## src/rtl/nibble_serial_alu.sv

```systemverilog
// Nibble-serial add/subtract sequencer: feeds a 4-bit carry-lookahead slice one
// nibble per clock (LSB first) and assembles the WIDTH-bit result and flags.
module nibble_serial_alu #(
    parameter int unsigned WIDTH = 16
) (
    input  logic             clk,
    input  logic             rst,
    input  logic             start,
    input  logic [1:0]       op,
    input  logic [WIDTH-1:0] a,
    input  logic [WIDTH-1:0] b,
    input  logic             cin,
    output logic             busy,
    output logic             done,
    output logic [WIDTH-1:0] result,
    output logic             SF,
    output logic             CF,
    output logic             OF,
    output logic             PF,
    output logic             ZF
);

    localparam int unsigned NIB = WIDTH / 4;
    localparam int unsigned CW  = (NIB > 1) ? $clog2(NIB) : 1;

    typedef enum logic {IDLE, RUN} state_t;

    state_t           state;
    logic [WIDTH-1:0] a_reg;
    logic [WIDTH-1:0] b_reg;
    logic [WIDTH-1:0] sum_sr;
    logic [CW-1:0]    k;
    logic             carry;
    logic             sub_op;
    logic             zacc;
    logic             pacc;

    logic [3:0]       nib_a;
    logic [3:0]       nib_b;
    logic [3:0]       gen;
    logic [3:0]       prop;
    logic [4:0]       c;
    logic [3:0]       slice_sum;
    logic             slice_cf;
    logic             slice_of;
    logic             slice_zf;
    logic             slice_pf;
    logic [WIDTH-1:0] sum_next;
    logic             last;

    // 4-bit carry-lookahead slice operating on nibble k of the latched operands
    always_comb begin
        nib_a = a_reg[4*k +: 4];
        nib_b = b_reg[4*k +: 4];
        gen   = nib_a & nib_b;
        prop  = nib_a ^ nib_b;
        c[0]  = carry;
        c[1]  = gen[0] | (prop[0] & carry);
        c[2]  = gen[1] | (prop[1] & gen[0]) | (prop[1] & prop[0] & carry);
        c[3]  = gen[2] | (prop[2] & gen[1]) | (prop[2] & prop[1] & gen[0])
              | (prop[2] & prop[1] & prop[0] & carry);
        c[4]  = gen[3] | (prop[3] & gen[2]) | (prop[3] & prop[2] & gen[1])
              | (prop[3] & prop[2] & prop[1] & gen[0])
              | (prop[3] & prop[2] & prop[1] & prop[0] & carry);
        slice_sum = prop ^ c[3:0];
        slice_cf  = c[4];
        slice_of  = c[4] ^ c[3];
        slice_zf  = (slice_sum == 4'h0);
        slice_pf  = ^slice_sum;
        sum_next  = (sum_sr >> 4) | (WIDTH'(slice_sum) << (WIDTH - 4));
        last      = (k == CW'(NIB - 1));
    end

    // Sequencer; outputs only move on the final nibble
    always_ff @(posedge clk or posedge rst) begin
        if (rst) begin
            state  <= IDLE;
            a_reg  <= '0;
            b_reg  <= '0;
            sum_sr <= '0;
            k      <= '0;
            carry  <= 1'b0;
            sub_op <= 1'b0;
            zacc   <= 1'b0;
            pacc   <= 1'b0;
            busy   <= 1'b0;
            done   <= 1'b0;
            result <= '0;
            SF     <= 1'b0;
            CF     <= 1'b0;
            OF     <= 1'b0;
            PF     <= 1'b0;
            ZF     <= 1'b0;
        end else begin
            done <= 1'b0;
            case (state)
                IDLE: begin
                    if (start) begin
                        a_reg  <= a;
                        b_reg  <= op[1] ? ~b : b;
                        carry  <= op[1] ^ (op[0] & cin);
                        sub_op <= op[1];
                        k      <= '0;
                        zacc   <= 1'b1;
                        pacc   <= 1'b0;
                        busy   <= 1'b1;
                        state  <= RUN;
                    end
                end
                RUN: begin
                    sum_sr <= sum_next;
                    carry  <= slice_cf;
                    zacc   <= zacc & slice_zf;
                    pacc   <= pacc ^ slice_pf;
                    k      <= k + CW'(1);
                    if (last) begin
                        result <= sum_next;
                        SF     <= sum_next[WIDTH-1];
                        OF     <= slice_of;
                        ZF     <= zacc & slice_zf;
                        PF     <= pacc ^ slice_pf;
                        CF     <= slice_cf ^ sub_op;
                        done   <= 1'b1;
                        busy   <= 1'b0;
                        k      <= '0;
                        state  <= IDLE;
                    end
                end
                default: state <= IDLE;
            endcase
        end
    end

endmodule

```

## config.mk

```make
export PLATFORM = sky130hd
export DESIGN_NAME = nibble_serial_alu
export DESIGN_NICKNAME = d
export VERILOG_FILES = /design/src/rtl/nibble_serial_alu.sv
export SDC_FILE = /design/constraint.sdc
export NUM_CORES = 1
export LEC_CHECK = 0
export CORE_UTILIZATION = 47
export DETAILED_ROUTE_END_ITERATION = 8
export GPL_ROUTABILITY_DRIVEN = 0
export PLACE_DENSITY = 0.76
export SYNTH_ARGS = -nofsm -noshare
export SYNTH_HDL_FRONTEND = slang
export SYNTH_SLANG_ARGS = --single-unit
```

## constraint.sdc

```tcl
create_clock -name clk -period 2.69 [get_ports clk]
set_clock_uncertainty 0.15 [all_clocks]
set_input_delay 0.538 -clock clk [delete_from_list [all_inputs] [get_ports clk]]
set_output_delay 0.538 -clock clk [all_outputs]
set_load 0.02 [all_outputs]
```

==> results of run 1 <==
-- per-stage QoR --
step	area (µm²)	utilization	power [µW]
floorplan	3340	-	4630
global placement	4130	0.608	5810
detailed placement	4130	0.608	5980
CTS	4410	0.650	7360
global route	4430	0.653	7910
finish	4430	0.653	7350
-- worst reg2reg max path: stages, from the launching register on --
cell and delay (ps):
dfrtp_1 380, buf_6 150, mux4_2 550, ha_4 270, and2_4 160, a221oi_4 320
xor2_2 180, ha_1 270, xnor2_2 150, nand2_1 60, nand2_1 60
-- routing by layer --
metal / up-vias / part of all wire / wire length, µm
li1: 1045 / - / -
met1: 1017 / 0.44 / 2640
met2: 55 / 0.50 / 3040
met3: 11 / 0.042 / 255
met4: 0 / 0.016 / 99
met5: - / 0 / 0
-- kinds of logic (layout without fill, tap and decap cells) --
kind of cell,count (synthesis),count (layout),share of synthesized area
XOR/XNOR,22,22,0.0607
multiplexers,45,45,0.180
adder cells (fa/ha/maj),9,9,0.0364
buffers and inverters,25,105,0.0337
AO/OA/AOI/OAI,41,41,0.0697
flip-flops,73,73,0.553
AND/OR/NAND/NOR,49,49,0.0663
-- synth_stat cells (4+ instances only) --
library cell   n
buf_2          8
ha_1           8
nand2b_1       6
mux4_2         8
nor2_1         4
nand2_1       33
mux2_2        34
a21oi_1        7
dfrtp_1       73
inv_1          9
o21ai_0       26
clkbuf_1       6
xnor2_1       19
-- power by group --
| part | switching, µW | total (µW) | leakage (µW) | internal, µW |
|---|---|---|---|---|
| Sequential | 327 | 2000 | 0.000878 | 1680 |
| Clock | 400 | 1040 | 0.000120 | 640 |
| Combinational | 1880 | 4310 | 0.000924 | 2420 |
| Total | 2610 | 7350 | 0.00192 | 4740 |
-- how the worst min path moves through the flow --
stage                                 startpoint                      to  slack [ps]  cells past startpoint
after floorplan            b_reg[10]$_DFFE_PP0P_   b_reg[10]$_DFFE_PP0P_         290                      2
after detailed placement  result[13]$_DFFE_PP0P_  result[13]$_DFFE_PP0P_         320                      2
after global routing        b_reg[1]$_DFFE_PP0P_    b_reg[1]$_DFFE_PP0P_         360                      2
final                     result[13]$_DFFE_PP0P_  result[13]$_DFFE_PP0P_         330                      2
after global placement     b_reg[13]$_DFFE_PP0P_   b_reg[13]$_DFFE_PP0P_         310                      2
after CTS                 result[13]$_DFFE_PP0P_  result[13]$_DFFE_PP0P_         340                      2
-- repair_timing --
item | CTS | global route
buffers inserted | 2 | 2
setup endpoints to repair | 3 | 4
pin swaps | 3 | 2
cloned | 0 | 0
gates resized for setup | 4 | 2
-- final cells by class --
type / instances / area (µm²)
clock buffer: 11 / 141
multi-input combinational: 166 / 1430
timing repair buffer: 80 / 783
inverter: 9 / 33.8
sequential: 73 / 1830
clock inverter: 5 / 103
fill: 557 / 2360
tap: 96 / 120
==> results by group, run 1 <==
Status
  • Status: finished, violations left
  • Violations in the final reports: negative setup slack

STA
  • Setup TNS: -196 ps
  • RSZ-0062 raised after global routing: true
  • Worst-Margin Slew: 561 ps
  • Slew headroom: 0.626
  • Final worst slack: -99.4 ps
  • Fin Hold WS: 333 ps
  • Fin crit period: 2790 ps
  • Final-report max-slew violation count: 0
  • Hold Vio Cnt, Final: 0
  • Final setup viols: 2
  • Fmax achieved: 359 MHz
  • Share of the clock period used by the worst path: 1.04

Logic synthesis
  • Synth cell types: 31
  • Synth top area cells: dfrtp_1, mux2_2, mux4_2
  • Synth Cell Area: 3300 µm²
  • Post-synth EDFFs: 0
  • Seq cells post-synth: 73
  • Mean Syn Cell Area: 12.5 µm²
  • Net count after synthesis: 311
  • Post-synthesis sequential area ratio: 0.553
  • Ys Warns: 0
  • Post-synth top area share: 0.553
  • Area leader, netlist: dfrtp_1
  • Mapped Cells: 264
  • Post-synth ARST share: 1.00
  • Ys flop type: dfrtp_1

Detailed routing
  • 1st-pass router iterations: 4
  • ANT nets after route: 0
  • Vias/cell: 4.84
  • Initial DRC Count: 66
  • Residual DRC: 0
  • Final wirelength: 6.04 mm
  • WL/cell: 13.7 µm
  • Total number of vias: 2,128

Global routing
  • Most crowded layer after global routing: met2
  • First-pass GRT wire length: 10.7 mm
  • GRT met2 Usage: 0.316
  • Met1 GRT Util: 0.241
  • Initial antenna violation count: 0
  • Largest net degree at the start of global routing: 74
  • Total grt overflow: 0
  • GRT Total Usage: 0.191
  • Vias in the first global route: 2,253
  • M3 GR Usage: 0.0549

Setup path
  • Worst Path Arrival: 2880 ps
  • Worst path depth: 10
  • Startpoint Class: flip-flop
  • Reg-to-reg setup timing slack: -100 ps
  • CP startpoint: k[0]$_DFFE_PP0P_
  • Reg-to-reg endpoint: PF$_DFFE_PP0P_
  • Top delay family on crit path: multiplexers
  • Number of buffers and inverters on the critical path: 1
  • Worst R2R Path Depth: 10
  • Crit-path max FO: 6
  • CP most frequent cell: nand2_1
  • Crit path cell chain: buf_6 > mux4_2 > ha_4 > and2_4 > a221oi_4 > xor2_2 > ha_1 > xnor2_2 > nand2_1 > nand2_1
  • Largest stage delay, worst path: 550 ps
  • Crit Reg-Reg Startpoint: k[0]$_DFFE_PP0P_
  • Worst setup endpoint: PF$_DFFE_PP0P_
  • WP data required: 2780 ps
  • Endpoint class of the critical path: flip-flop
  • CP max stage cell: mux4_2
  • Setup CP Type: reg2reg

Finish
  • Syn-to-layout area delta: 34.3%
  • Nets: 386
  • Non-filler cells, final: 440
  • Fraction of layout cells with a size suffix above 1: 0.259
  • Diodes inserted: 0
  • Commonest non-fill, non-tap cell in the layout: dfrtp_1
  • Most frequent cells in the layout: dfrtp_1, clkdlybuf4s50_1, mux2_2

Die
  • Core Area: 6790 µm²
  • Row cnt: 30
  • Die Wd: 85.8 µm
  • Die ar.: 7360 µm²
  • IO Count: 61
  • Die Height: 85.8 µm
  • Starting Density: 0.486

Clock network
  • Clk sinks: 73
  • Num CTS Buffers: 9
  • Hold Buf Count CTS: 0
  • Clock-pin slew on the worst setup and hold paths: 70 ps
  • CTS tree: built
  • Maximum clock path buffer count: 2
  • H-tree depth: 3
  • Root Buffer: clkbuf_8
  • Clock latency on the worst-skew pair: 350 ps

Min path
  • Hold Path Class: reg2reg

Place
  • Port Buffer Count: 60
  • Hpwl dp: 4.29 mm
  • Inst Count DP: 420
  • Setup slack at placement: -142 ps

Job
  • Max-capacitance violation count: 0

Power and ir drop
  • Pleak: 0.00192 µW
  • Max VDD drop: 0.962 mV
  • Power per cell area: 1660 nW/µm²
Power figures use the tool's default switching activity.
==> inputs of run 2 (changes only) <==
CTS_CLUSTER_DIAMETER = 50   (was unset)
==> results of run 2 <==
Same layout as run 1: the final DEF is identical, and so are final timing and power.
==> inputs of run 3 (changes only) <==
SETUP_SLACK_MARGIN = 0.5   (was unset)
==> run 3 against run 2 <==
Net effect: the flow still finishes with violations (negative setup slack); flip-flop and latch count is the same; count of clock-buffer cells in the layout grew 1; worst setup slack lost 74 ps; global-route usage is essentially flat; worst hold slack lost 2.8 ps.
==> results by group, run 3 (synthesis gave the netlist of run 1 again) <==
Status
  • Status: finished, violations left
  • Violations in the final reports: negative setup slack

Clock network
  • Hold Buf Count CTS: 0
  • Clk sinks: 73
  • CTS tree: built
  • Root Buffer: clkbuf_8
  • Num CTS Buffers: 9
  • Clock-pin slew on the worst setup and hold paths: 80 ps
  • Clock latency on the worst-skew pair: 330 ps
  • Maximum clock path buffer count: 2
  • H-tree depth: 3

Global routing
  • GRT Total Usage: 0.192
  • Total grt overflow: 0
  • First-pass GRT wire length: 10.7 mm
  • Vias in the first global route: 2,281
  • Initial antenna violation count: 0
  • Largest net degree at the start of global routing: 74

Detailed routing
  • 1st-pass router iterations: 4
  • Initial DRC Count: 107
  • Total number of vias: 2,188
  • ANT nets after route: 0
  • Residual DRC: 0
  • Vias/cell: 4.93
  • Final wirelength: 6.24 mm
  • WL/cell: 14.1 µm

Setup path
  • WP data required: 2750 ps
  • Top delay family on crit path: compound AO/OA/AOI/OAI gates
  • Crit path cell chain: buf_6 > mux4_2 > ha_4 > a21o_1 > a221oi_4 > xor2_2 > ha_1 > xnor2_2 > nand2_1 > o21ai_1
  • Crit-path max FO: 3
  • Startpoint Class: flip-flop
  • Reg-to-reg setup timing slack: -170 ps
  • Largest stage delay, worst path: 540 ps
  • Endpoint class of the critical path: flip-flop
  • Setup CP Type: reg2reg
  • CP max stage cell: mux4_2
  • Number of buffers and inverters on the critical path: 1
  • Worst Path Arrival: 2920 ps

Place
  • Inst Count DP: 421
  • Hpwl dp: 4.48 mm
  • Port Buffer Count: 60

STA
  • Worst-Margin Slew: 543 ps
  • Final setup viols: 2
  • Fmax achieved: 349 MHz
  • Slew headroom: 0.638
  • Fin crit period: 2860 ps
  • Share of the clock period used by the worst path: 1.06
  • Final-report max-slew violation count: 0
  • RSZ-0062 raised after global routing: true
  • Hold Vio Cnt, Final: 0
  • Final worst slack: -173 ps

Die
  • Row cnt: 30
  • Starting Density: 0.486
  • Die Height: 85.8 µm
  • Die ar.: 7360 µm²
  • IO Count: 61
  • Die Wd: 85.8 µm
  • Core Area: 6790 µm²

Finish
  • FILL cells: 536
  • Diodes inserted: 0
  • Fraction of layout cells with a size suffix above 1: 0.293
  • Commonest non-fill, non-tap cell in the layout: dfrtp_1
  • Most frequent cells in the layout: dfrtp_1, clkdlybuf4s50_1, mux2_2
  • Nets: 390
  • Non-filler cells, final: 444
  • Syn-to-layout area delta: 37.3%

Min path
  • Hold Path Class: reg2reg

Job
  • Max-capacitance violation count: 0
==> run 3: changes by cell type in the layout (fill, tap and decap cells not counted), sizes merged <==
cell	before	now
buf	20	24
bufinv	3	2
clkbuf	11	12
clkinv	1	0
clkinvlp	1	3
inv	9	8
==> run 3: through the flow <==
step / worst slack (ps) / cell area, µm² / util / TNS (ps) / hold WS (ps)
after detailed placement: -220 / 4160 / 0.612 / -426 / 319
after global placement: -87.8 / 4160 / 0.612 / -173 / 307
after CTS: -184 / 4450 / 0.655 / -315 / 334
final: -173 / 4530 / 0.667 / -305 / 330
after global routing: -290 / 4530 / 0.667 / -790 / 367
after floorplan: -72.8 / 3360 / - / -133 / 295
==> run 3: layout make-up <==
| class | count | area, µm² | area share |
|---|---|---|---|
| Timing Repair Buffer | 84 | 832 | 0.184 |
| Tap cell | 96 | 120 | 0.0265 |
| Multi-Input combinational cell | 166 | 1480 | 0.327 |
| Clock inverter | 4 | 75.1 | 0.0166 |
| Inverter | 9 | 37.5 | 0.00828 |
| Sequential cell | 73 | 1830 | 0.403 |
| Clock buffer | 12 | 155 | 0.0342 |
==> run 3: worst min-delay path: stages (launching register included) <==
cell and delay [ps]:
dfrtp_1 340, nand2_1 40, o21ai_0 60
==> run 3: timing repair <==
item,in CTS,in global routing
buffers inserted,4,3
setup endpoints to repair,13,14
resized for setup,12,12
cloned,0,0
pin swaps,8,9
==> run 3: per-layer routing <==
layer | track usage | vias up | wire length, µm
met5 | 0 | - | 0
met4 | 0.0879 | 0 | 150
met3 | 0.0327 | 13 | 194
met2 | 0.339 | 62 | 3340
met1 | 0.229 | 1049 | 2550
li1 | - | 1064 | -
==> run 3: final timing paths <==
kind | startpoint | end | cells past startpoint
worst min register to register | result[9]$_DFFE_PP0P_ | result[9]$_DFFE_PP0P_ | 2
worst max-delay path | k[0]$_DFFE_PP0P_ | pacc$_DFFE_PP0P_ | 10
worst max register to register | k[0]$_DFFE_PP0P_ | pacc$_DFFE_PP0P_ | 10
min in group asynchronous | rst | result[10]$_DFFE_PP0P_ | 3
worst min-delay path | result[9]$_DFFE_PP0P_ | result[9]$_DFFE_PP0P_ | 2
max in group asynchronous | rst | b_reg[6]$_DFFE_PP0P_ | 3
Power of run 3 is not shown: default switching activity piles up to over one toggle a cycle in this logic, so the estimate is an artifact.
